[src/rtl/sprite_pixel_pipe_if.sv]
// Pixel stream from the VGA sync counter in, registered DAC colour out.
// master = sync/DAC side, slave = sprite_pixel_pipe.
interface sprite_pixel_pipe_if;
    logic [9:0] pixel_x;
    logic [9:0] pixel_y;
    logic       video_on;
    logic [3:0] red;
    logic [3:0] green;
    logic [3:0] blue;

    modport master (
        output pixel_x, pixel_y, video_on,
        input  red, green, blue
    );

    modport slave (
        input  pixel_x, pixel_y, video_on,
        output red, green, blue
    );
endinterface

[src/rtl/sprite_pixel_pipe.sv]
// Three-stage pixel generator: border, player disc, enemy discs,
// plus per-frame player/enemy overlap reporting.
module sprite_pixel_pipe #(
    parameter int N_ENEMY = 3,
    parameter int ENEMY_R = 10,
    parameter int BORDER  = 15,
    parameter int H_ACT   = 640,
    parameter int V_ACT   = 480
) (
    input  logic                   clk_d,
    input  logic                   reset,
    sprite_pixel_pipe_if.slave     vga,
    input  logic [9:0]             x,
    input  logic [9:0]             y,
    input  logic [5:0]             r,
    input  logic [10*N_ENEMY-1:0]  enemy_x,
    input  logic [10*N_ENEMY-1:0]  enemy_y,
    input  logic [N_ENEMY-1:0]     enemy_en,
    input  logic                   gamemenu,
    input  logic                   gamepause,
    input  logic                   gamerun,
    output logic [N_ENEMY-1:0]     hit_vec,
    output logic                   hit_valid
);

    localparam logic [11:0] ER2 = 12'(ENEMY_R * ENEMY_R);

    // Zero-extend both operands so off-screen centres cannot wrap.
    function automatic logic [10:0] diff(input logic [9:0] a, input logic [9:0] b);
        return {1'b0, a} - {1'b0, b};
    endfunction

    function automatic logic [20:0] dist2(input logic [10:0] dx, input logic [10:0] dy);
        logic [10:0] ax;
        logic [10:0] ay;
        logic [19:0] sx;
        logic [19:0] sy;
        ax = dx[10] ? 11'(-dx) : dx;
        ay = dy[10] ? 11'(-dy) : dy;
        sx = {10'd0, ax[9:0]} * {10'd0, ax[9:0]};
        sy = {10'd0, ay[9:0]} * {10'd0, ay[9:0]};
        return {1'b0, sx} + {1'b0, sy};
    endfunction

    logic border;
    logic frame_end;

    assign border = (vga.pixel_x < 10'(BORDER))
                  | (vga.pixel_x >= 10'(H_ACT - BORDER))
                  | (vga.pixel_y < 10'(BORDER))
                  | (vga.pixel_y >= 10'(V_ACT - BORDER));
    assign frame_end = (vga.pixel_x == 10'(H_ACT - 1))
                     & (vga.pixel_y == 10'(V_ACT - 1));

    logic [10:0]              pdx1, pdy1;
    logic [N_ENEMY-1:0][10:0] edx1, edy1;
    logic [11:0]              rr1;
    logic                     v1, bd1, fe1, gm1, gp1, gr1;
    logic [N_ENEMY-1:0]       en1;

    always_ff @(posedge clk_d or posedge reset) begin
        if (reset) begin
            pdx1 <= '0;
            pdy1 <= '0;
            edx1 <= '0;
            edy1 <= '0;
            rr1  <= '0;
            v1   <= 1'b0;
            bd1  <= 1'b0;
            fe1  <= 1'b0;
            gm1  <= 1'b0;
            gp1  <= 1'b0;
            gr1  <= 1'b0;
            en1  <= '0;
        end else begin
            pdx1 <= diff(vga.pixel_x, x);
            pdy1 <= diff(vga.pixel_y, y);
            for (int k = 0; k < N_ENEMY; k++) begin
                edx1[k] <= diff(vga.pixel_x, enemy_x[10*k +: 10]);
                edy1[k] <= diff(vga.pixel_y, enemy_y[10*k +: 10]);
            end
            rr1 <= {6'd0, r} * {6'd0, r};
            v1  <= vga.video_on;
            bd1 <= border;
            fe1 <= frame_end;
            gm1 <= gamemenu;
            gp1 <= gamepause;
            gr1 <= gamerun;
            en1 <= enemy_en;
        end
    end

    logic [20:0]              psq2;
    logic [N_ENEMY-1:0][20:0] esq2;
    logic [11:0]              rr2;
    logic                     v2, bd2, fe2, gm2, gp2, gr2;
    logic [N_ENEMY-1:0]       en2;

    always_ff @(posedge clk_d or posedge reset) begin
        if (reset) begin
            psq2 <= '0;
            esq2 <= '0;
            rr2  <= '0;
            v2   <= 1'b0;
            bd2  <= 1'b0;
            fe2  <= 1'b0;
            gm2  <= 1'b0;
            gp2  <= 1'b0;
            gr2  <= 1'b0;
            en2  <= '0;
        end else begin
            psq2 <= dist2(pdx1, pdy1);
            for (int k = 0; k < N_ENEMY; k++)
                esq2[k] <= dist2(edx1[k], edy1[k]);
            rr2 <= rr1;
            v2  <= v1;
            bd2 <= bd1;
            fe2 <= fe1;
            gm2 <= gm1;
            gp2 <= gp1;
            gr2 <= gr1;
            en2 <= en1;
        end
    end

    logic               in_p;
    logic [N_ENEMY-1:0] in_e;
    logic [N_ENEMY-1:0] hit_now;
    logic [N_ENEMY-1:0] hit_acc;

    always_comb begin
        in_p = (psq2 <= {9'd0, rr2});
        for (int k = 0; k < N_ENEMY; k++)
            in_e[k] = en2[k] & (esq2[k] <= {9'd0, ER2});
        hit_now = (v2 & ~bd2 & in_p) ? in_e : '0;
    end

    always_ff @(posedge clk_d or posedge reset) begin
        if (reset) begin
            vga.red   <= '0;
            vga.green <= '0;
            vga.blue  <= '0;
            hit_acc   <= '0;
            hit_vec   <= '0;
            hit_valid <= 1'b0;
        end else begin
            if (!v2) begin
                vga.red   <= '0;
                vga.green <= '0;
                vga.blue  <= '0;
            end else if (bd2) begin
                vga.red   <= {4{gm2}};
                vga.green <= {4{gp2}};
                vga.blue  <= {4{gr2}};
            end else begin
                vga.red   <= {4{in_p}};
                vga.green <= {4{|in_e}};
                vga.blue  <= '0;
            end
            // The frame-end pixel's own hit lands in this frame's report.
            if (v2 && fe2) begin
                hit_vec   <= hit_acc | hit_now;
                hit_valid <= 1'b1;
                hit_acc   <= '0;
            end else begin
                hit_acc   <= hit_acc | hit_now;
                hit_valid <= 1'b0;
            end
        end
    end

endmodule

[src/flat_wrapper.sv]
// flat-port wrapper written by rule: the top's interface ports become plain ports
module sprite_pixel_pipe_flat 
#(
    parameter int N_ENEMY = 3,
    parameter int ENEMY_R = 10,
    parameter int BORDER  = 15,
    parameter int H_ACT   = 640,
    parameter int V_ACT   = 480
)
  (clk_d, reset, x, y, r, enemy_x, enemy_y, enemy_en, gamemenu, gamepause, gamerun, hit_vec, hit_valid, vga_pixel_x, vga_pixel_y, vga_video_on, vga_red, vga_green, vga_blue);
  sprite_pixel_pipe_if vga_i ();
  input  logic clk_d;
  input  logic reset;
  input  logic [9:0] x;
  input  logic [9:0] y;
  input  logic [5:0] r;
  input  logic [10*N_ENEMY-1:0] enemy_x;
  input  logic [10*N_ENEMY-1:0] enemy_y;
  input  logic [N_ENEMY-1:0] enemy_en;
  input  logic gamemenu;
  input  logic gamepause;
  input  logic gamerun;
  output logic [N_ENEMY-1:0] hit_vec;
  output logic hit_valid;
  input wire logic [$bits(vga_i.pixel_x)-1:0] vga_pixel_x;
  input wire logic [$bits(vga_i.pixel_y)-1:0] vga_pixel_y;
  input wire logic [$bits(vga_i.video_on)-1:0] vga_video_on;
  output wire logic [$bits(vga_i.red)-1:0] vga_red;
  output wire logic [$bits(vga_i.green)-1:0] vga_green;
  output wire logic [$bits(vga_i.blue)-1:0] vga_blue;
  assign vga_i.pixel_x = vga_pixel_x;
  assign vga_i.pixel_y = vga_pixel_y;
  assign vga_i.video_on = vga_video_on;
  assign vga_red = vga_i.red;
  assign vga_green = vga_i.green;
  assign vga_blue = vga_i.blue;
  sprite_pixel_pipe #(.N_ENEMY(N_ENEMY), .ENEMY_R(ENEMY_R), .BORDER(BORDER), .H_ACT(H_ACT), .V_ACT(V_ACT)) u_core (.clk_d(clk_d), .reset(reset), .vga(vga_i), .x(x), .y(y), .r(r), .enemy_x(enemy_x), .enemy_y(enemy_y), .enemy_en(enemy_en), .gamemenu(gamemenu), .gamepause(gamepause), .gamerun(gamerun), .hit_vec(hit_vec), .hit_valid(hit_valid));
endmodule
[config.mk]
export PLATFORM = sky130hd
export DESIGN_NAME = sprite_pixel_pipe_flat
export DESIGN_NICKNAME = d
export VERILOG_FILES = /design/src/rtl/sprite_pixel_pipe_if.sv /design/src/rtl/sprite_pixel_pipe.sv /design/src/flat_wrapper.sv
export SDC_FILE = /design/constraint.sdc
export NUM_CORES = 2
export LEC_CHECK = 0
export ABC_CLOCK_PERIOD_IN_PS = 18440
export BUFFER_PORTS_ARGS = -buffer_cell sky130_fd_sc_hd__buf_2
export CORE_ASPECT_RATIO = 1.2
export CORE_MARGIN = 3
export CORE_UTILIZATION = 51
export CTS_BUF_LIST = sky130_fd_sc_hd__clkbuf_2
export CTS_CLUSTER_DIAMETER = 30
export CTS_CLUSTER_SIZE = 25
export DETAILED_ROUTE_END_ITERATION = 8
export GPL_TIMING_DRIVEN = 0
export PLACE_DENSITY = 0.67
export SYNTH_ARGS = -nofsm -noshare
export SYNTH_HDL_FRONTEND = slang
export SYNTH_SLANG_ARGS = --single-unit
[constraint.sdc]
create_clock -name clk_d -period 18.44 [get_ports clk_d]
set_clock_uncertainty 0.2 [all_clocks]
set_input_delay 2.766 -clock clk_d [delete_from_list [all_inputs] [get_ports clk_d]]
set_output_delay 2.766 -clock clk_d [all_outputs]
set_load 0.02 [all_outputs]
==> out/qor.csv <==
stage,metric,value,unit
status,outcome,completed,
global_route,first_global_vias,25100,
cts,clockBufferDepth,3,
setup_path,reg2reg_slack,9.43,ns
cts,cts_num_sinks,222,
synth,syn_inst,3587,
synth,yosys_warnings,0,
synth,ys_seq_area_frac,0.164,
detailed_routing,ant_nets,0,
synth,synth_ff_type,dfrtp_1,
synth,synth_edf_count,0,
worst_hold_path,min_delay_worst_endpoint,u_core.rr2[4],
cts,cts.repair.resized,0,
detailed_routing,drc_errors,0,
setup_path,startpoint_type,flip-flop,
synth,syn_nets,4691,
sta,grt_setup_unrepaired,false,
setup_path,cp_max_fo,11,
placement,port_buffers,129,
cts,clkLatencyLatePin,1.04,ns
sta,max_freq,0.111,GHz
synth,yosysUniqueCellTypes,76,
placement,place_congestion,0.905,
synth,ys_ff_latch,222,
cts,cts_made_buffers,49,
detailed_routing,drt_iter0_drc,1105,
placement,dp_cells,4549,
synth,postSynth.asyncResetShare,1.00,
placement,hpwl,63800,um
global_route,overflow,0,
setup_path,worstPathArrival,9.63,ns
sta,worst_slew_margin_rel,0.342,
floorplan,dieArea,0.0696,mm^2
cts,root_buffer,clkbuf_2,
global_route,grt_antenna_before_repair,11,
cts,tritoncts,built,
synth,netlist_area,0.0339,mm^2
detailed_routing,drt_wl_total,73900,um
floorplan,std_cell_rows,102,
detailed_routing,avgRoutedWirePerCell,15.9,um
sta,layout_min_cycle_time,9.01,ns
detailed_routing,num_vias,24100,
synth,synth_area_leaders,"fa_1 31%, ha_1 17%, dfrtp_1 16%",
detailed_routing,drtPass1Iterations,5,
synth,netlist.area_leader.share,0.313,
cts,ctsHoldBuffers,0,
worst_hold_path,worstHoldPathCells,0,
floorplan,start_util,0.520,
floorplan,core_area,0.0651,mm^2
floorplan,fp.dieH,288,um
finish,nNetsFinal,4872,
sta,setup_viol,0,
finish,finalNonFillerCells,4648,
finish,area_delta_synth_final,7.17,%
global_route,grt_max_degree,130,
setup_path,critical_path_class,reg2reg,
setup_path,reg2reg_from,u_core.edy1[0],
floorplan,io-pin-count,131,
worst_hold_path,min_path_type,reg2reg,
sta,final_max_slew_viol_count,0,
setup_path,reg2reg_depth,28,
global_route,grt_pass1_wl,123000,um
setup_path,timing.rr.end,u_core.esq2[20],
sta,tightest_slew,0.984,ns
setup_path,cp_slowest_cell,xor2_1,
setup_path,slowest_delay,0.61,ns
cts,htree_levels,2,
sta,holdWs,0.160,ns
synth,yosysTopAreaCell,fa_1,
setup_path,cp-end-kind,flip-flop,
detailed_routing,viasPerCell,5.20,
sta,fin_setup_tns,0,ns
setup_path,cp_data_required_time,19.06,ns
global_route,grt_usage,0.224,
finish,drive_gt1_frac,0.0672,
cts,clk_pin_slew,0.15,ns
cts,cts_setup_buffers,0,
sta,finalCritPeriodShare,0.488,
floorplan,die-width,241,um
worst_hold_path,hp-start,u_core.rr1[4],
synth,syn_avg_cell_area,9.44,um^2
flow_run,max_cap_viol_count,0,
sta,finalHoldViolations,0,
## cells in the final DEF (no fill, tap or decap), types with 25 or more instances in the layout
cell type / n
a31oi_1: 25
inv_1: 883
xor2_1: 98
a21oi_1: 94
nor2_1: 281
dfrtp_1: 222
nand2_1: 258
nor2b_1: 32
a21o_1: 61
nand2b_1: 30
clkbuf_2: 55
nor3_1: 50
nand3_1: 25
o21ai_0: 102
xnor2_1: 147
fa_1: 530
ha_1: 459
buf_2: 130
## routing by layer
metal / up-vias / track usage / part of all wire
met4: 2 / 0.0804 / 0.039
met5: - / 0 / 0.00023
met1: 11900 / 0.291 / 0.42
met3: 137 / 0.0349 / 0.052
li1: 11600 / - / -
met2: 544 / 0.381 / 0.49
## area by class of cell
type / count / area, um^2
multi-input cells: 2434 / 24800
clock inverters: 35 / 409
diodes: 9 / 22.5
clock buffers: 55 / 275
repair buffers: 130 / 673
inverters: 900 / 3390
flip-flops and latches: 222 / 5560
fillers: 5914 / 28800
plain buffers: 31 / 151
well taps: 832 / 1040
## synth_stat cells, drive strengths merged (5+ instances only)
cell	instances
o31a	7
nand4	12
buf	10
or2	9
ha	459
nor2b	32
a31oi	25
xnor2	149
nor2	282
or3	17
o31ai	14
o21a	17
dfrtp	222
nor3	50
a211oi	11
nand2	258
a21boi	13
mux2i	12
and3	14
a21o	61
o41ai	8
o21ai	104
nand3	25
inv	890
a21oi	95
clkinv	10
o21bai	18
clkbuf	21
o211ai	5
nor4	22
nor3b	5
fa	530
xor2	98
nand2b	30
and2	8
## worst max-delay path: cells and delay by family, from the launching register on
family | cells | cell delay [ns]
buffers and inverters | 8 | 1.20
adder cells (fa/ha/maj) | 9 | 3.85
AND/OR/NAND/NOR | 3 | 0.81
flip-flops | 1 | 0.55
XOR/XNOR | 2 | 0.76
AO/OA/AOI/OAI | 6 | 1.40
## worst max path at each step
stage | startpoint | slack (ns) | to
2_1_floorplan | reset | 9.40 | u_core.bd1
3_3_place_gp | reset | 7.00 | u_core.esq2[19]
3_5_place_dp | u_core.edy1[0] | 9.64 | u_core.esq2[20]
4_1_cts | u_core.edy1[0] | 9.38 | u_core.esq2[20]
5_1_grt | u_core.edy1[0] | 9.08 | u_core.esq2[20]
6_report | u_core.edy1[0] | 9.43 | u_core.esq2[20]
## state kept, by name, summed over array words and instances (netlist names), 3 cells and up
signal / flops
u_core.psq2: 21
u_core.pdx1: 11
u_core.edx1: 33
u_core.pdy1: 11
u_core.en1: 3
u_core.hit_acc: 3
u_core.rr2: 11
u_core.esq2: 63
u_core.edy1: 33
u_core.hit_vec: 3
u_core.rr1: 11
u_core.en2: 3
## kinds of logic after synthesis
| kind of cell | share of synthesized area |
|---|---|
| adder cells (fa/ha/maj) | 0.483 |
| XOR/XNOR | 0.0646 |
| AND/OR/NAND/NOR | 0.103 |
| flip-flops | 0.164 |
| multiplexers | 0.00432 |
| AO/OA/AOI/OAI | 0.0767 |
| buffers and inverters | 0.104 |
## per-stage QoR
stage | cell area (um^2) | setup WS [ns] | util
after global placement | 35600 | 7.00 | 0.546
after detailed placement | 35600 | 9.64 | 0.547
after CTS | 36300 | 9.38 | 0.557
after floorplan | 33900 | 9.40 | -
final | 36300 | 9.43 | 0.558
after global routing | 36300 | 9.08 | 0.558
Power is left out: the tool's default activity adds up to more than one toggle a clock period on the data nets, which glitch-free logic cannot reach.
